File: src/rtl/adder_pipe.sv
// Two-stage pipelined add/subtract/accumulate unit with valid/ready handshakes on both sides.
// S1 holds the freshly computed result and S2 drives the outputs.
module adder_pipe #(
  parameter int WIDTH = 4
) (
  input  logic             clk,
  input  logic             rst,
  input  logic             in_valid,
  output logic             in_ready,
  input  logic [WIDTH-1:0] a,
  input  logic [WIDTH-1:0] b,
  input  logic [1:0]       mode,
  output logic             out_valid,
  input  logic             out_ready,
  output logic [WIDTH-1:0] c,
  output logic             carry,
  output logic             ovf
);

  localparam int MSB = WIDTH - 1;

  typedef enum logic [1:0] {
    MODE_ADD  = 2'd0,
    MODE_SUB  = 2'd1,
    MODE_ACC  = 2'd2,
    MODE_LOAD = 2'd3
  } mode_e;

  mode_e            op;
  logic             accept;
  logic             s2_load;
  logic [WIDTH:0]   sum;
  logic [WIDTH-1:0] res_c;
  logic             res_carry;
  logic             res_ovf;

  logic [WIDTH-1:0] acc_q, acc_d;
  logic             s1_valid_q, s1_valid_d;
  logic [WIDTH-1:0] s1_c_q, s1_c_d;
  logic             s1_carry_q, s1_carry_d;
  logic             s1_ovf_q, s1_ovf_d;
  logic             s2_valid_q, s2_valid_d;
  logic [WIDTH-1:0] s2_c_q, s2_c_d;
  logic             s2_carry_q, s2_carry_d;
  logic             s2_ovf_q, s2_ovf_d;

  assign op       = mode_e'(mode);
  assign in_ready = !rst && (!s1_valid_q || !s2_valid_q || out_ready);
  assign accept   = in_valid && in_ready;
  assign s2_load  = s1_valid_q && (!s2_valid_q || out_ready);

  assign out_valid = s2_valid_q;
  assign c         = s2_c_q;
  assign carry     = s2_carry_q;
  assign ovf       = s2_ovf_q;

  // The accumulator is written on accept, so the next cycle's accumulate sees it directly.
  always_comb begin
    sum       = '0;
    res_c     = a;
    res_carry = 1'b0;
    res_ovf   = 1'b0;
    acc_d     = acc_q;
    unique case (op)
      MODE_ADD: begin
        sum       = {1'b0, a} + {1'b0, b};
        res_c     = sum[MSB:0];
        res_carry = sum[WIDTH];
        res_ovf   = (a[MSB] == b[MSB]) && (sum[MSB] != a[MSB]);
      end
      MODE_SUB: begin
        sum       = {1'b0, a} - {1'b0, b};
        res_c     = sum[MSB:0];
        res_carry = sum[WIDTH];
        res_ovf   = (a[MSB] != b[MSB]) && (sum[MSB] != a[MSB]);
      end
      MODE_ACC: begin
        sum       = {1'b0, acc_q} + {1'b0, a};
        res_c     = sum[MSB:0];
        res_carry = sum[WIDTH];
        res_ovf   = (acc_q[MSB] == a[MSB]) && (sum[MSB] != a[MSB]);
        if (accept) acc_d = sum[MSB:0];
      end
      MODE_LOAD: begin
        if (accept) acc_d = a;
      end
      default: ;
    endcase
  end

  always_comb begin
    s1_valid_d = s1_valid_q;
    s1_c_d     = s1_c_q;
    s1_carry_d = s1_carry_q;
    s1_ovf_d   = s1_ovf_q;
    s2_valid_d = s2_valid_q;
    s2_c_d     = s2_c_q;
    s2_carry_d = s2_carry_q;
    s2_ovf_d   = s2_ovf_q;

    if (s2_load) begin
      s2_valid_d = 1'b1;
      s2_c_d     = s1_c_q;
      s2_carry_d = s1_carry_q;
      s2_ovf_d   = s1_ovf_q;
    end else if (out_ready) begin
      s2_valid_d = 1'b0;
    end

    // Data registers keep their last value when a stage empties.
    if (accept) begin
      s1_valid_d = 1'b1;
      s1_c_d     = res_c;
      s1_carry_d = res_carry;
      s1_ovf_d   = res_ovf;
    end else if (s2_load) begin
      s1_valid_d = 1'b0;
    end
  end

  always_ff @(posedge clk) begin
    if (rst) begin
      acc_q      <= '0;
      s1_valid_q <= 1'b0;
      s1_c_q     <= '0;
      s1_carry_q <= 1'b0;
      s1_ovf_q   <= 1'b0;
      s2_valid_q <= 1'b0;
      s2_c_q     <= '0;
      s2_carry_q <= 1'b0;
      s2_ovf_q   <= 1'b0;
    end else begin
      acc_q      <= acc_d;
      s1_valid_q <= s1_valid_d;
      s1_c_q     <= s1_c_d;
      s1_carry_q <= s1_carry_d;
      s1_ovf_q   <= s1_ovf_d;
      s2_valid_q <= s2_valid_d;
      s2_c_q     <= s2_c_d;
      s2_carry_q <= s2_carry_d;
      s2_ovf_q   <= s2_ovf_d;
    end
  end

endmodule

File: config.mk
export PLATFORM = sky130hd
export DESIGN_NAME = adder_pipe
export DESIGN_NICKNAME = d
export VERILOG_FILES = /design/src/rtl/adder_pipe.sv
export SDC_FILE = /design/constraint.sdc
export NUM_CORES = 1
export LEC_CHECK = 0
export ABC_CLOCK_PERIOD_IN_PS = 6400
export CAP_MARGIN = 20
export CORE_UTILIZATION = 35
export CTS_CLUSTER_SIZE = 30
export DETAILED_ROUTE_END_ITERATION = 10
export PLACE_DENSITY_LB_ADDON = 0.1
export SLEW_MARGIN = 20
export SYNTH_ARGS = -nofsm -noshare
export SYNTH_HDL_FRONTEND = slang
export SYNTH_SLANG_ARGS = --single-unit
File: constraint.sdc
create_clock -name clk -period 6.4 [get_ports clk]
set_input_delay 1.92 -clock clk [delete_from_list [all_inputs] [get_ports clk]]
set_output_delay 1.92 -clock clk [all_outputs]
set_load 0.005 [all_outputs]
==> impl_metrics.toml, run 1 <==
[global_routing]
overflow = 0
grt_pass1_wl_mm = 4.795
grt_antenna_before_repair = 0
grt_pass1_vias = 1105
grt_max_degree = 20
track_usage_pct = 14.78

[worst_setup_path]
criticalPathCategory = "primary input to output pin"
worstPathRequired_ps = 4480
crit_fanout = 16
cp_slowest_stage_delay_ps = 530
cpMaxStageDelayCell = "clkdlybuf4s50_1"
r2r_start = "acc_q[0]$_SDFFE_PP0P_"
crit_start = "rst"
cp.arrival_ps = 3240
cp-start-kind = "primary input"
path_common_cell = "clkdlybuf4s50_1"
cp_cell_sequence = "clkdlybuf4s50_1 > buf_4 > a21oi_1 > clkdlybuf4s50_1"
critPathCaptureType = "output pin"

[synth]
ys_seq_elements = 18
synth.distinct_cells = 38
synth_area_sq_um = 1341
yosysWarnings = 0
ys_seq_area_share_pct = 26.87
ys.flop_type = "dfxtp_1"
synthCells = 151
avgSynthCellArea_sq_um = 8.883
synth-edff-count = 0
synthesis.nets = 180
synth-async-reset-ratio_pct = 0

[floorplan]
io_pins = 22
placeableCoreArea_sq_um = 3661
die_w_um = 63.91
rows = 22
initial_core_util_pct = 36.64
dieArea_sq_um = 4084
fp.dieH_um = 63.91

[run]
cap_violations = 0

[final_layout]
drive_gt1_share_pct = 8.333
diodes = 0
fin_nets = 198
multi_input_area_sq_um = 883.3
stdcell_count = 216
syn_to_final_growth_pct = 21.18
final-seq-area_sq_um = 360.3
fill_cells = 363

[clock_network]
cts_resized = 0
tritoncts.num_buffers = 3
cts_buffer_depth = 2
cts-htree-levels = 1
clock_latency_ps = 250
tritoncts = "yes"
clkTransAtPathRegs_ps = 70
cts-root-buf = "clkbuf_8"
ctsHoldBuffers = 0
postCtsSetupRepairBufs = 0
clock_sinks = 18

[placed_design]
hpwl_mm = 2.158
place.gp.congestion = 0.7773
numPortBuffers = 21
place_inst = 212

[timing]
relSlewSlack_pct = 53.51
finalCritPeriodShare_pct = 80.55
slew_violations = 0
fmax_ghz = 0.1940
tightest_slew_ps = 695.2
rsz0062_at_grt = "false"
tns_ps = 0
setup_viol = 0
finalHoldViolCount = 0
fin_skew_ps = 1.142
min_period_ps = 5155

[status]
status = "finished with violations"
violations = "design-rule violations"

[route]
wl_per_cell_um = 12.40
drtPass1Iterations = 7
drc = 1
drtAntennaViolNets = 0
drtIter0Drc = 78
avgViaCountPerCell = 5.019
finalWirelength_mm = 2.678
vias = 1084

[power]
cellLeakagePower_nw = 0.6935
pwr_density_cell_nw_per_um2 = 180.3
peakVddDrop_uv = 135.1
totalPowerFinal_mw = 0.2931

[hold_path]
min_path_type = "flip-flop to flip-flop"
min_from = "s1_c_q[0]$_SDFFE_PP0P_"
[power by group]
group	total (mW)	switching (mW)	internal [mW]
registers	0.122	0.00366	0.118
logic	0.0795	0.0406	0.0389
clock network	0.0915	0.0369	0.0546
[area by class of cell]
type | instances | share of cell area, %
Multi-Input combinational cell | 111 | 54.35
Timing Repair Buffer | 22 | 13.39
Sequential cell | 18 | 22.17
Inverter | 13 | 3.002
Tap cell | 48 | 3.695
Clock buffer | 4 | 3.387
[registers in the layout (all words and copies together), names as in the netlist]
register / cells
acc_q: 4
s1_ovf_q: 1
s1_carry_q: 1
carry: 1
c: 4
out_valid: 1
s1_c_q: 4
s1_valid_q: 1
ovf: 1
[per-stage QoR]
step	area, sq um	utilization [%]	hold slack, ps	setup slack [ps]
final	1625	44.40	459.6	1245
after global routing	1625	44.40	476.7	1201
after CTS	1625	44.40	462.8	1240
after detailed placement	1570	42.89	453.4	1242
after global placement	1570	42.89	454.8	1279
after floorplan	1341	-	435.3	2227
[cells in the mapped netlist (2+ instances only)]
cell | n | area share [%]
ha_1 | 12 | 11
dfxtp_1 | 18 | 27
mux2i_1 | 10 | 7.5
nor2_1 | 21 | 5.9
inv_1 | 12 | 3.4
xnor2_1 | 5 | 3.3
nand3_1 | 3 | 1.1
nor2b_1 | 3 | 1.4
clkbuf_1 | 4 | 1.1
nand2_1 | 12 | 3.4
a21oi_1 | 9 | 3.4
xor2_1 | 2 | 1.3
nand3b_1 | 2 | 1.1
a311oi_2 | 3 | 3.4
fa_1 | 3 | 4.5
buf_2 | 3 | 1.1
a21o_1 | 2 | 1.1
o21ai_0 | 6 | 2.2
mux4_2 | 2 | 3.4
[critical path: cells and delay by family]
family / cells / cell delay (ps)
AO/OA/AOI/OAI: 1 / 190
buffers and inverters: 3 / 1120
[metal layers]
metal / part of all wire [%] / GRT usage, % / vias up / wire [um]
li1: - / - / 553 / -
met1: 50 / 18.89 / 515 / 1329
met2: 47 / 25.53 / 16 / 1262
met3: 3.2 / 3.750 / 0 / 86
met4: 0 / 1.705 / 0 / 0
met5: 0 / 0 / - / 0
[cell families after synthesis]
group | count (synthesis) | synth area share, %
xor+xnor | 7 | 4.571
mux | 12 | 10.82
buf+inv | 22 | 7.275
compound gates | 29 | 18.00
simple gates | 48 | 16.79
flops | 18 | 26.87
fa+ha+maj | 15 | 15.67
[placed cells by master (no fill, tap or decap), types with 2 or more instances in the layout]
| cell | Yosys | final |
|---|---|---|
| nor2_1 | 21 | 21 |
| nor2b_1 | 3 | 3 |
| inv_1 | 12 | 12 |
| xor2_1 | 2 | 2 |
| o21ai_0 | 6 | 6 |
| a311oi_2 | 3 | 3 |
| nand3b_1 | 2 | 2 |
| clkbuf_8 | 0 | 4 |
| nand2_1 | 12 | 12 |
| xnor2_1 | 5 | 5 |
| a21oi_1 | 9 | 9 |
| a21o_1 | 2 | 2 |
| mux2i_1 | 10 | 10 |
| ha_1 | 12 | 12 |
| clkdlybuf4s50_1 | 0 | 21 |
| mux4_2 | 2 | 2 |
| fa_1 | 3 | 3 |
| nand3_1 | 3 | 3 |
| dfxtp_1 | 18 | 18 |
[path summary, 6_finish.rpt]
check / end / slack, ps / cells after the start
min reg2reg: s1_c_q[0]$_SDFFE_PP0P_ / 460 / 2
max reg2reg: s1_c_q[2]$_SDFFE_PP0P_ / 4520 / 7
max: in_ready / 1240 / 4
min: s1_c_q[0]$_SDFFE_PP0P_ / 460 / 2
Note: power is estimated with default switching activity, not from simulation.
==> run 2, diff against run 1 <==
--- a/config.mk
+++ b/config.mk
@@ -5,7 +5,7 @@
 export SDC_FILE = /design/constraint.sdc
 export NUM_CORES = 1
 export LEC_CHECK = 0
-export ABC_CLOCK_PERIOD_IN_PS = 6400
+export ABC_CLOCK_PERIOD_IN_PS = 4600
 export CAP_MARGIN = 20
 export CORE_UTILIZATION = 35
 export CTS_CLUSTER_SIZE = 30
==> constraint.sdc (replaced) <==
create_clock -name clk -period 4.6 [get_ports clk]
set_input_delay 1.38 -clock clk [delete_from_list [all_inputs] [get_ports clk]]
set_output_delay 1.38 -clock clk [all_outputs]
set_load 0.005 [all_outputs]
==> run 2 against run 1 <==
Worst setup slack worse by 700 ps. Clock power up 39%. The run still ends with design-rule violations left. First-iteration DRC count down 22%. Largest power group unchanged. Utilization unchanged. Sequential cell count unchanged. Cell count unchanged.
==> impl_metrics.toml, run 2 (synthesis gave the netlist of run 1 again) <==
[status]
status = "finished with violations"
violations = "design-rule violations"

[worst_setup_path]
cp_cell_sequence = "clkdlybuf4s50_1 > nor2b_4 > a21oi_1 > clkdlybuf4s50_1"
rr_endpoint = "s1_c_q[2]$_SDFFE_PP0P_"
worstPathRequired_ps = 3220
r2r_slack_ps = 2750
cp.arrival_ps = 2670
cp_slowest_stage_delay_ps = 530
crit_fanout = 5
criticalPathCategory = "primary input to output pin"
r2r_start = "acc_q[0]$_SDFFE_PP0P_"
cpMaxStageDelayCell = "clkdlybuf4s50_1"
cp-start-kind = "primary input"
path_common_cell = "clkdlybuf4s50_1"
rr_worst_depth = 7
critPathCaptureType = "output pin"

[power]
p_comb_share_pct = 27.2
switching_power_mw = 0.1123
intPower_mw = 0.2947
p_sw_share_pct = 27.59
peakVddDrop_uv = 189.2
pwr_density_cell_nw_per_um2 = 250.4
seq_power_share_pct = 41.7
cellLeakagePower_nw = 0.6935
clkPwrFrac_pct = 31.1

[timing]
finalHoldViolCount = 0
setup_viol = 0
slew_violations = 0
tightest_slew_ps = 690.2
tns_ps = 0
finalCritPeriodShare_pct = 88.10
relSlewSlack_pct = 53.84
fin_skew_ps = 1.576
worst_slack_ps = 547.3
min_period_ps = 4053
rsz0062_at_grt = "false"
fmax_ghz = 0.2468
holdWs_ps = 460.4

[floorplan]
fp.dieH_um = 63.91
io_pins = 22
die_w_um = 63.91
initial_core_util_pct = 36.64
placeableCoreArea_sq_um = 3661
dieArea_sq_um = 4084
rows = 22

[final_layout]
drive_gt1_share_pct = 8.333
stdcell_count = 216
diodes = 0
syn_to_final_growth_pct = 21.18
postLayoutCellArea_sq_um = 1625
final_cell_mix = "21 x nor2_1, 21 x clkdlybuf4s50_1, 18 x dfxtp_1"
fin_nets = 198

[route]
wl_per_cell_um = 12.21
drtIter0Drc = 61
finalWirelength_mm = 2.638
drtAntennaViolNets = 0
vias = 1056
drtPass1Iterations = 7
avgViaCountPerCell = 4.889
drc = 1

[hold_path]
hold_depth = 2
hold_end = "s1_c_q[0]$_SDFFE_PP0P_"
min_path_type = "flip-flop to flip-flop"
min_from = "s1_c_q[0]$_SDFFE_PP0P_"

[global_routing]
grt_pass1_vias = 1020
overflow = 0
grt_pass1_wl_mm = 4.719
grt_max_degree = 20
grt_antenna_before_repair = 0
track_usage_pct = 14.70

[clock_network]
clock_sinks = 18
tritoncts.num_buffers = 3
cts_buffer_depth = 2
cts_resized = 0
postCtsSetupRepairBufs = 0
tritoncts = "yes"
clock_latency_ps = 250
clkTransAtPathRegs_ps = 60
cts-root-buf = "clkbuf_8"
cts-htree-levels = 1
ctsHoldBuffers = 0

[placed_design]
hpwl_mm = 2.080
place_ws_ps = 552.4
place.gp.congestion = 0.8303
place_inst = 212
placed_cell_area_sq_um = 1570
numPortBuffers = 21

[run]
cap_violations = 0
run 2: worst max-delay path: cells and delay by family:
kind	cells	cell delay [ps]
compound gates	1	190
simple gates	1	70
buf+inv	2	1030
run 2: stage by stage:
stage                     power (mW)  utilization (%)
after global routing          0.4342            44.40
after detailed placement      0.2843            42.89
after floorplan               0.2492                -
final                         0.4070            44.40
after global placement        0.2831            42.89
after CTS                     0.4131            44.40
run 2: how the worst max path moves through the flow:
stage / startpoint / to / slack [ps] / depth (start not counted)
detailed placement: out_ready / in_ready / 550 / 4
CTS: out_ready / in_ready / 550 / 4
finish: out_ready / in_ready / 550 / 4
global route: out_ready / in_ready / 520 / 4
floorplan: rst / in_ready / 1510 / 2
global placement: out_ready / in_ready / 560 / 4
run 2: area by class of cell:
| class | count | area, sq um |
|---|---|---|
| tap | 48 | 60.06 |
| clock buffer | 4 | 55.05 |
| inverter | 13 | 48.80 |
| fill | 353 | 2036 |
| multi-input combinational | 111 | 883.3 |
| timing repair buffer | 22 | 217.7 |
| sequential | 18 | 360.3 |
run 2: power by group through the flow:
| stage | combinational [mW] | clock [mW] | sequential [mW] |
|---|---|---|---|
| final | 0.111 | 0.127 | 0.170 |
| after global placement | 0.110 | 0 | 0.173 |
| after global routing | 0.125 | 0.139 | 0.171 |
| after floorplan | 0.0769 | 0 | 0.172 |
| after detailed placement | 0.111 | 0 | 0.173 |
| after CTS | 0.112 | 0.132 | 0.170 |
run 2: layer usage:
metal	share of wire, %	wire [um]	up-vias	track usage (%)
li1	-	-	555	-
met1	52	1366	481	20.72
met2	44	1163	20	22.47
met3	4.1	109	0	3.929
met4	0	0	0	2.557
met5	0	0	-	0
